==> src/rtl/sdram_arbiter.sv <==
// SDRAM port arbiter: shares one SDRAM controller port between NUM_PORTS
// ROM read clients and the ioctl download writer. ioctl bytes are packed
// into 32-bit words; writes always win over reads, and only one SDRAM
// transaction is ever outstanding. All outputs come straight from registers.
module sdram_arbiter #(
  parameter int NUM_PORTS   = 4,
  parameter int ROUND_ROBIN = 1
) (
  input  logic                   clk,
  input  logic                   reset_n,
  input  logic                   ioctl_download,
  input  logic                   ioctl_wr,
  input  logic [24:0]            ioctl_addr,
  input  logic [7:0]             ioctl_data,
  output logic                   ioctl_wait,
  input  logic [NUM_PORTS-1:0]   rom_req,
  input  logic [NUM_PORTS*23-1:0] rom_addr,
  output logic [NUM_PORTS-1:0]   rom_ack,
  output logic [NUM_PORTS-1:0]   rom_valid,
  output logic [31:0]            rom_q,
  output logic [22:0]            sdram_addr,
  output logic [31:0]            sdram_data,
  output logic                   sdram_we,
  output logic                   sdram_req,
  input  logic                   sdram_ack,
  input  logic                   sdram_valid,
  input  logic [31:0]            sdram_q
);

  localparam int GW = (NUM_PORTS > 1) ? $clog2(NUM_PORTS) : 1;
  // Pointer starts at the last port so port 0 is the first one examined.
  localparam logic [GW-1:0] LAST_INIT = GW'(NUM_PORTS - 1);

  typedef enum logic [1:0] {
    S_IDLE,
    S_REQ_W,
    S_REQ_R,
    S_WAIT
  } state_t;

  state_t               state_q, state_d;
  logic                 req_q, req_d;
  logic                 we_q, we_d;
  logic [22:0]          addr_q, addr_d;
  logic [31:0]          data_q, data_d;
  logic [NUM_PORTS-1:0] ack_q, ack_d;
  logic [NUM_PORTS-1:0] valid_q, valid_d;
  logic [31:0]          romq_q, romq_d;
  logic [GW-1:0]        grant_q, grant_d;
  logic [GW-1:0]        last_q, last_d;
  logic                 wr_done;

  logic [3:0][7:0]      lane_q, lane_d;
  logic [3:0]           fill_q, fill_d;
  logic [22:0]          asm_addr_q, asm_addr_d;
  logic                 dl_q;
  logic [31:0]          wr_data_q, wr_data_d;
  logic [22:0]          wr_addr_q, wr_addr_d;
  logic                 wr_pending_q, wr_pending_d;

  logic [22:0]          addr_arr [NUM_PORTS];
  logic [GW-1:0]        pick_g;

  // Round-robin: first requesting port at or after last+1 (wrapping).
  // Fixed priority: lowest requesting index.
  function automatic logic [GW-1:0] pick_grant(input logic [NUM_PORTS-1:0] req,
                                               input logic [GW-1:0] last);
    logic [GW-1:0] r;
    logic          found;
    int            idx;
    r     = '0;
    found = 1'b0;
    for (int i = 0; i < NUM_PORTS; i++) begin
      if (ROUND_ROBIN != 0) idx = (int'(last) + 1 + i) % NUM_PORTS;
      else                  idx = i;
      if (!found && req[idx]) begin
        r     = GW'(idx);
        found = 1'b1;
      end
    end
    return r;
  endfunction

  // Unpack the flat client address bus and choose the candidate grant.
  always_comb begin
    for (int i = 0; i < NUM_PORTS; i++) addr_arr[i] = rom_addr[23*i +: 23];
    pick_g = pick_grant(rom_req, last_q);
  end

  // Byte packing, partial-word flush on download end, and write queueing.
  always_comb begin
    lane_d       = lane_q;
    fill_d       = fill_q;
    asm_addr_d   = asm_addr_q;
    wr_data_d    = wr_data_q;
    wr_addr_d    = wr_addr_q;
    wr_pending_d = wr_pending_q;
    if (wr_done) wr_pending_d = 1'b0;
    if (ioctl_wr) begin
      if (ioctl_addr[1:0] == 2'd3) begin
        // A completed word arriving while one is still queued is dropped.
        if (!wr_pending_q) begin
          wr_data_d    = {ioctl_data, lane_q[2], lane_q[1], lane_q[0]};
          wr_addr_d    = ioctl_addr[24:2];
          wr_pending_d = 1'b1;
        end
        lane_d = '0;
        fill_d = '0;
      end else begin
        lane_d[ioctl_addr[1:0]] = ioctl_data;
        fill_d[ioctl_addr[1:0]] = 1'b1;
        asm_addr_d              = ioctl_addr[24:2];
      end
    end else if (dl_q && !ioctl_download && (fill_q != 4'd0)) begin
      // Download ended mid-word: unfilled lanes are already zero.
      if (!wr_pending_q) begin
        wr_data_d    = lane_q;
        wr_addr_d    = asm_addr_q;
        wr_pending_d = 1'b1;
      end
      lane_d = '0;
      fill_d = '0;
    end
  end

  // Packing and write-queue registers.
  always_ff @(posedge clk or negedge reset_n) begin
    if (!reset_n) begin
      lane_q       <= '0;
      fill_q       <= '0;
      asm_addr_q   <= '0;
      dl_q         <= 1'b0;
      wr_data_q    <= '0;
      wr_addr_q    <= '0;
      wr_pending_q <= 1'b0;
    end else begin
      lane_q       <= lane_d;
      fill_q       <= fill_d;
      asm_addr_q   <= asm_addr_d;
      dl_q         <= ioctl_download;
      wr_data_q    <= wr_data_d;
      wr_addr_q    <= wr_addr_d;
      wr_pending_q <= wr_pending_d;
    end
  end

  // Transaction FSM: next state and next values of all registered outputs.
  always_comb begin
    state_d = state_q;
    req_d   = req_q;
    we_d    = we_q;
    addr_d  = addr_q;
    data_d  = data_q;
    ack_d   = '0;
    valid_d = '0;
    romq_d  = romq_q;
    grant_d = grant_q;
    last_d  = last_q;
    wr_done = 1'b0;
    case (state_q)
      S_IDLE: begin
        if (wr_pending_q) begin
          req_d   = 1'b1;
          we_d    = 1'b1;
          addr_d  = wr_addr_q;
          data_d  = wr_data_q;
          state_d = S_REQ_W;
        end else if (!ioctl_download && (rom_req != '0)) begin
          grant_d = pick_g;
          addr_d  = addr_arr[pick_g];
          req_d   = 1'b1;
          we_d    = 1'b0;
          state_d = S_REQ_R;
        end
      end
      S_REQ_W: begin
        if (sdram_ack) begin
          req_d   = 1'b0;
          we_d    = 1'b0;
          wr_done = 1'b1;
          state_d = S_IDLE;
        end
      end
      S_REQ_R: begin
        if (sdram_ack) begin
          req_d          = 1'b0;
          ack_d[grant_q] = 1'b1;
          last_d         = grant_q;
          state_d        = S_WAIT;
        end
      end
      S_WAIT: begin
        if (sdram_valid) begin
          romq_d           = sdram_q;
          valid_d[grant_q] = 1'b1;
          state_d          = S_IDLE;
        end
      end
      default: state_d = S_IDLE;
    endcase
  end

  // FSM state and output registers; reset aborts any transaction in flight.
  always_ff @(posedge clk or negedge reset_n) begin
    if (!reset_n) begin
      state_q <= S_IDLE;
      req_q   <= 1'b0;
      we_q    <= 1'b0;
      addr_q  <= '0;
      data_q  <= '0;
      ack_q   <= '0;
      valid_q <= '0;
      romq_q  <= '0;
      grant_q <= '0;
      last_q  <= LAST_INIT;
    end else begin
      state_q <= state_d;
      req_q   <= req_d;
      we_q    <= we_d;
      addr_q  <= addr_d;
      data_q  <= data_d;
      ack_q   <= ack_d;
      valid_q <= valid_d;
      romq_q  <= romq_d;
      grant_q <= grant_d;
      last_q  <= last_d;
    end
  end

  assign ioctl_wait = wr_pending_q;
  assign rom_ack    = ack_q;
  assign rom_valid  = valid_q;
  assign rom_q      = romq_q;
  assign sdram_addr = addr_q;
  assign sdram_data = data_q;
  assign sdram_we   = we_q;
  assign sdram_req  = req_q;

endmodule
==> config.mk <==
export PLATFORM = sky130hd
export DESIGN_NAME = sdram_arbiter
export DESIGN_NICKNAME = d
export VERILOG_FILES = /design/src/rtl/sdram_arbiter.sv
export SDC_FILE = /design/constraint.sdc
export NUM_CORES = 1
export LEC_CHECK = 0
export ABC_AREA = 0
export CAP_MARGIN = 20
export CORE_UTILIZATION = 49
export CTS_CLUSTER_SIZE = 25
export DETAILED_ROUTE_END_ITERATION = 16
export HOLD_SLACK_MARGIN = 0.03
export PLACE_DENSITY = 0.86
export SYNTH_ARGS = -nofsm -noshare
export SYNTH_HDL_FRONTEND = slang
export SYNTH_SLANG_ARGS = --single-unit
==> constraint.sdc <==
create_clock -name clk -period 2.08 [get_ports clk]
set_input_delay 0.312 -clock clk [delete_from_list [all_inputs] [get_ports clk]]
set_output_delay 0.312 -clock clk [all_outputs]
set_load 0.03 [all_outputs]
==> results of run 1 <==
==> metrics by stage <==
stage,instances,cell area (µm²),TNS [ns],total power [mW]
floorplan,827,9930,0,11.5
global placement,1346,13200,-5.31,14.8
detailed placement,1346,13200,-7.01,15.0
CTS,1389,14000,0,19.4
global route,1390,14000,0,20.3
finish,1390,14000,0,19.3
==> worst paths after layout <==
| kind | slack (ns) | start | to | cells past startpoint |
|---|---|---|---|---|
| max in group asynchronous | 1.08 | reset_n | last_q[1]$_DFFE_PN1P_ | 3 |
| max reg2reg | 0.12 | last_q[1]$_DFFE_PN1P_ | sdram_addr[15]$_DFFE_PN0P_ | 6 |
| min | 0.20 | ioctl_wr | lane_q[16]$_DFFE_PN0P_ | 3 |
| max | 0.12 | last_q[1]$_DFFE_PN1P_ | sdram_addr[15]$_DFFE_PN0P_ | 6 |
| min reg2reg | 0.48 | wr_data_q[30]$_DFFE_PN0P_ | wr_data_q[30]$_DFFE_PN0P_ | 2 |
| min in group asynchronous | 0.34 | reset_n | lane_q[26]$_DFFE_PN0P_ | 2 |
==> power groups by stage <==
stage	logic (mW)	registers [mW]	clock network [mW]
final	8.28	6.74	4.29
after global routing	8.81	6.91	4.53
after CTS	8.30	6.74	4.36
after detailed placement	8.26	6.79	0
after global placement	8.03	6.72	0
after floorplan	3.51	8.02	0
==> cell type report <==
| class | count | area, µm² | share of cell area |
|---|---|---|---|
| clock buffer | 34 | 677 | 0.0483 |
| inverter | 49 | 184 | 0.0131 |
| multi-input combinational | 499 | 4000 | 0.285 |
| clock inverter | 8 | 125 | 0.00892 |
| timing repair buffer | 315 | 3230 | 0.230 |
| sequential | 219 | 5480 | 0.391 |
| antenna | 1 | 2.50 | 0.000178 |
| tap | 265 | 332 | 0.0236 |
==> routing by layer <==
layer,GRT usage,up-vias,wire [µm]
met5,0,-,0
li1,-,3545,-
met3,0.0589,73,1710
met4,0.102,0,956
met1,0.337,3797,11100
met2,0.438,289,13100
==> cells in the final DEF, fill, tap and decap left out, types with 9 or more instances in the layout <==
master / netlist / final
nand2_1: 83 / 83
inv_1: 48 / 48
dfrtp_1: 217 / 217
buf_4: 3 / 35
o41ai_1: 9 / 9
a211oi_1: 74 / 72
buf_12: 0 / 16
mux2i_1: 34 / 34
mux2_4: 22 / 22
o21ai_1: 26 / 25
mux2_2: 90 / 90
a22o_1: 15 / 15
a211oi_2: 10 / 12
o21ai_0: 24 / 24
clkbuf_16: 0 / 23
and2_1: 11 / 11
a21oi_1: 26 / 25
clkdlybuf4s50_1: 0 / 261
o41ai_2: 10 / 10
nor2_1: 10 / 10
==> tightest hold or removal path, cell delays in order <==
cell and delay [ns]:
buf_2 0.19, nand2_1 0.09, o21ai_0 0.07
==> flip-flops by register name, indices dropped and copies added (netlist names), 4 cells and up <==
name	flops
sdram_addr	23
sdram_data	32
lane_q	32
rom_ack	4
asm_addr_q	23
rom_valid	4
rom_q	32
wr_data_q	32
fill_q	4
wr_addr_q	23
==> logic make-up after synthesis <==
group                      Yosys count  synth area share
adders and majority gates            5           0.00630
buffers and inverters              109            0.0485
muxes                              146             0.170
and+or+nand+nor                    125            0.0554
DFF                                219             0.552
AOI/OAI and AO/OA                  223             0.168
==> timing repair <==
item | CTS | global route
endpoints found under the setup margin | 0 | 4
setup buffers | 0 | 0
gates resized for setup | 0 | 2
hold endpoints to repair | 47 | 0
hold buffers | 1 | 0
==> results.sh, run 1 <==
export IMPL_drc_errors=0
export IMPL_clock_latency_ns=0.51
export IMPL_synth_edf_count=0
export IMPL_path_clk_slew_ns=0.06
export IMPL_clockBufferDepth=3
export IMPL_pre_cts_ws_ns=-0.236
export IMPL_placementRows=51
export IMPL_place_hpwl_um=19300
export IMPL_hold_worst_slack_ns=0.197
export IMPL_seq_power_share=0.349
export IMPL_internal_power_mw=12.3
export IMPL_port_buffers=264
export IMPL_hold_path_class="in -> reg"
export IMPL_rsz0062_at_grt="false"
export IMPL_fin_crit_sh=0.943
export IMPL_synth_most_common_cell="dfrtp_1"
export IMPL_clock_sinks=219
export IMPL_yosysUniqueCellTypes=46
export IMPL_p_switching_mw=6.99
export IMPL_core_um2=19700
export IMPL_cpPeakStageDelay_ns=0.59
export IMPL_fin_ws_ns=0.118
export IMPL_worstSetupEndpointType="register"
export IMPL_slew_headroom=0.549
export IMPL_crit_slowest_cell="dfstp_2"
export IMPL_synth_common_cells="dfrtp_1, mux2_2, nand2_1, a211oi_1, inv_1"
export IMPL_grt_total_usage=0.264
export IMPL_vias=7704
export IMPL_setup_viol=0
export IMPL_first_pass_iters=5
export IMPL_cp_start_kind="register"
export IMPL_synth_top_area_frac=0.547
export IMPL_power_leakage_nw=6.28
export IMPL_critPathTopFamily="compound AO/OA/AOI/OAI gates"
export IMPL_tightestPinTransition_ns=0.677
export IMPL_routabilityCongestion=0.878
export IMPL_switching_share=0.362
export IMPL_drive_gt1_frac=0.206
export IMPL_clock_root_buffer="clkbuf_16"
export IMPL_finish_utilization=0.714
export IMPL_status="finished, final reports clean"
export IMPL_path_cells="mux2i_1 > o22ai_2 > a21o_1 > buf_4 > a211oi_1 > o41ai_2"
export IMPL_worstPathRequired_ns=2.47
export IMPL_antenna_left=0
export IMPL_max_freq_mhz=510
export IMPL_yosysSeqAreaShare=0.552
export IMPL_cts_tree="built"
export IMPL_floorplan_io_pins=265
export IMPL_die_area_um2=20800
export IMPL_first_global_vias=8233
export IMPL_area_delta_synth_final_pct=41.3
export IMPL_p_clk_frac=0.222
export IMPL_die_h_um=144
export IMPL_totalWireLength_um=26900
export IMPL_yosys_top_cells_area="dfrtp_1, mux2_2, a211oi_1"
export IMPL_htreeDepth=1
export IMPL_die_x_um=144
export IMPL_finalMaxSlewViolations=0
export IMPL_grt_pass1_wl_um=42500
export IMPL_nets=1279
export IMPL_crit_fanout=10
export IMPL_fillers=1394
export IMPL_first_iter_violations=321
export IMPL_p_per_area_nw_per_um2=1380
export IMPL_ys_warn_count=0
export IMPL_syn_nets=999
export IMPL_wl_per_cell_um=19.3
export IMPL_yosys_area_top_type="dfrtp_1"
export IMPL_async_reset_ff_frac=1.00
export IMPL_synth_ff_type="dfrtp_1"
export IMPL_cp_num_buf_inv=1
export IMPL_crit_type="reg -> reg"
export IMPL_vdd_drop_max_uv=1030
export IMPL_synth_seq_cells=219
export IMPL_p_comb_frac=0.429
export IMPL_cp_arrival_ns=2.35
export IMPL_drv_cap=0
export IMPL_start_util=0.505
export IMPL_hold_viol_final=0
export IMPL_antenna_found_initial=1
export IMPL_syn_area_um2=9930
export IMPL_numCtsBuffers=23
export IMPL_synth_cells=827
export IMPL_fin_worst_skew_ns=0.0193
export IMPL_vias_per_cell=5.54
export IMPL_grt_max_degree=54
export IMPL_syn_area_per_cell_um2=12.0
export IMPL_post_route_min_period_ns=1.96
export IMPL_grt_ovfl_total=0
Power figures use the tool's default switching activity.
==> inputs of run 2 (changes only) <==
--- a/config.mk
+++ b/config.mk
@@ -15,3 +15,4 @@
 export SYNTH_ARGS = -nofsm -noshare
 export SYNTH_HDL_FRONTEND = slang
 export SYNTH_SLANG_ARGS = --single-unit
+export TNS_END_PERCENT = 5
==> results of run 2 <==
Same layout as run 1: the final DEF is identical, and so are final timing and power.
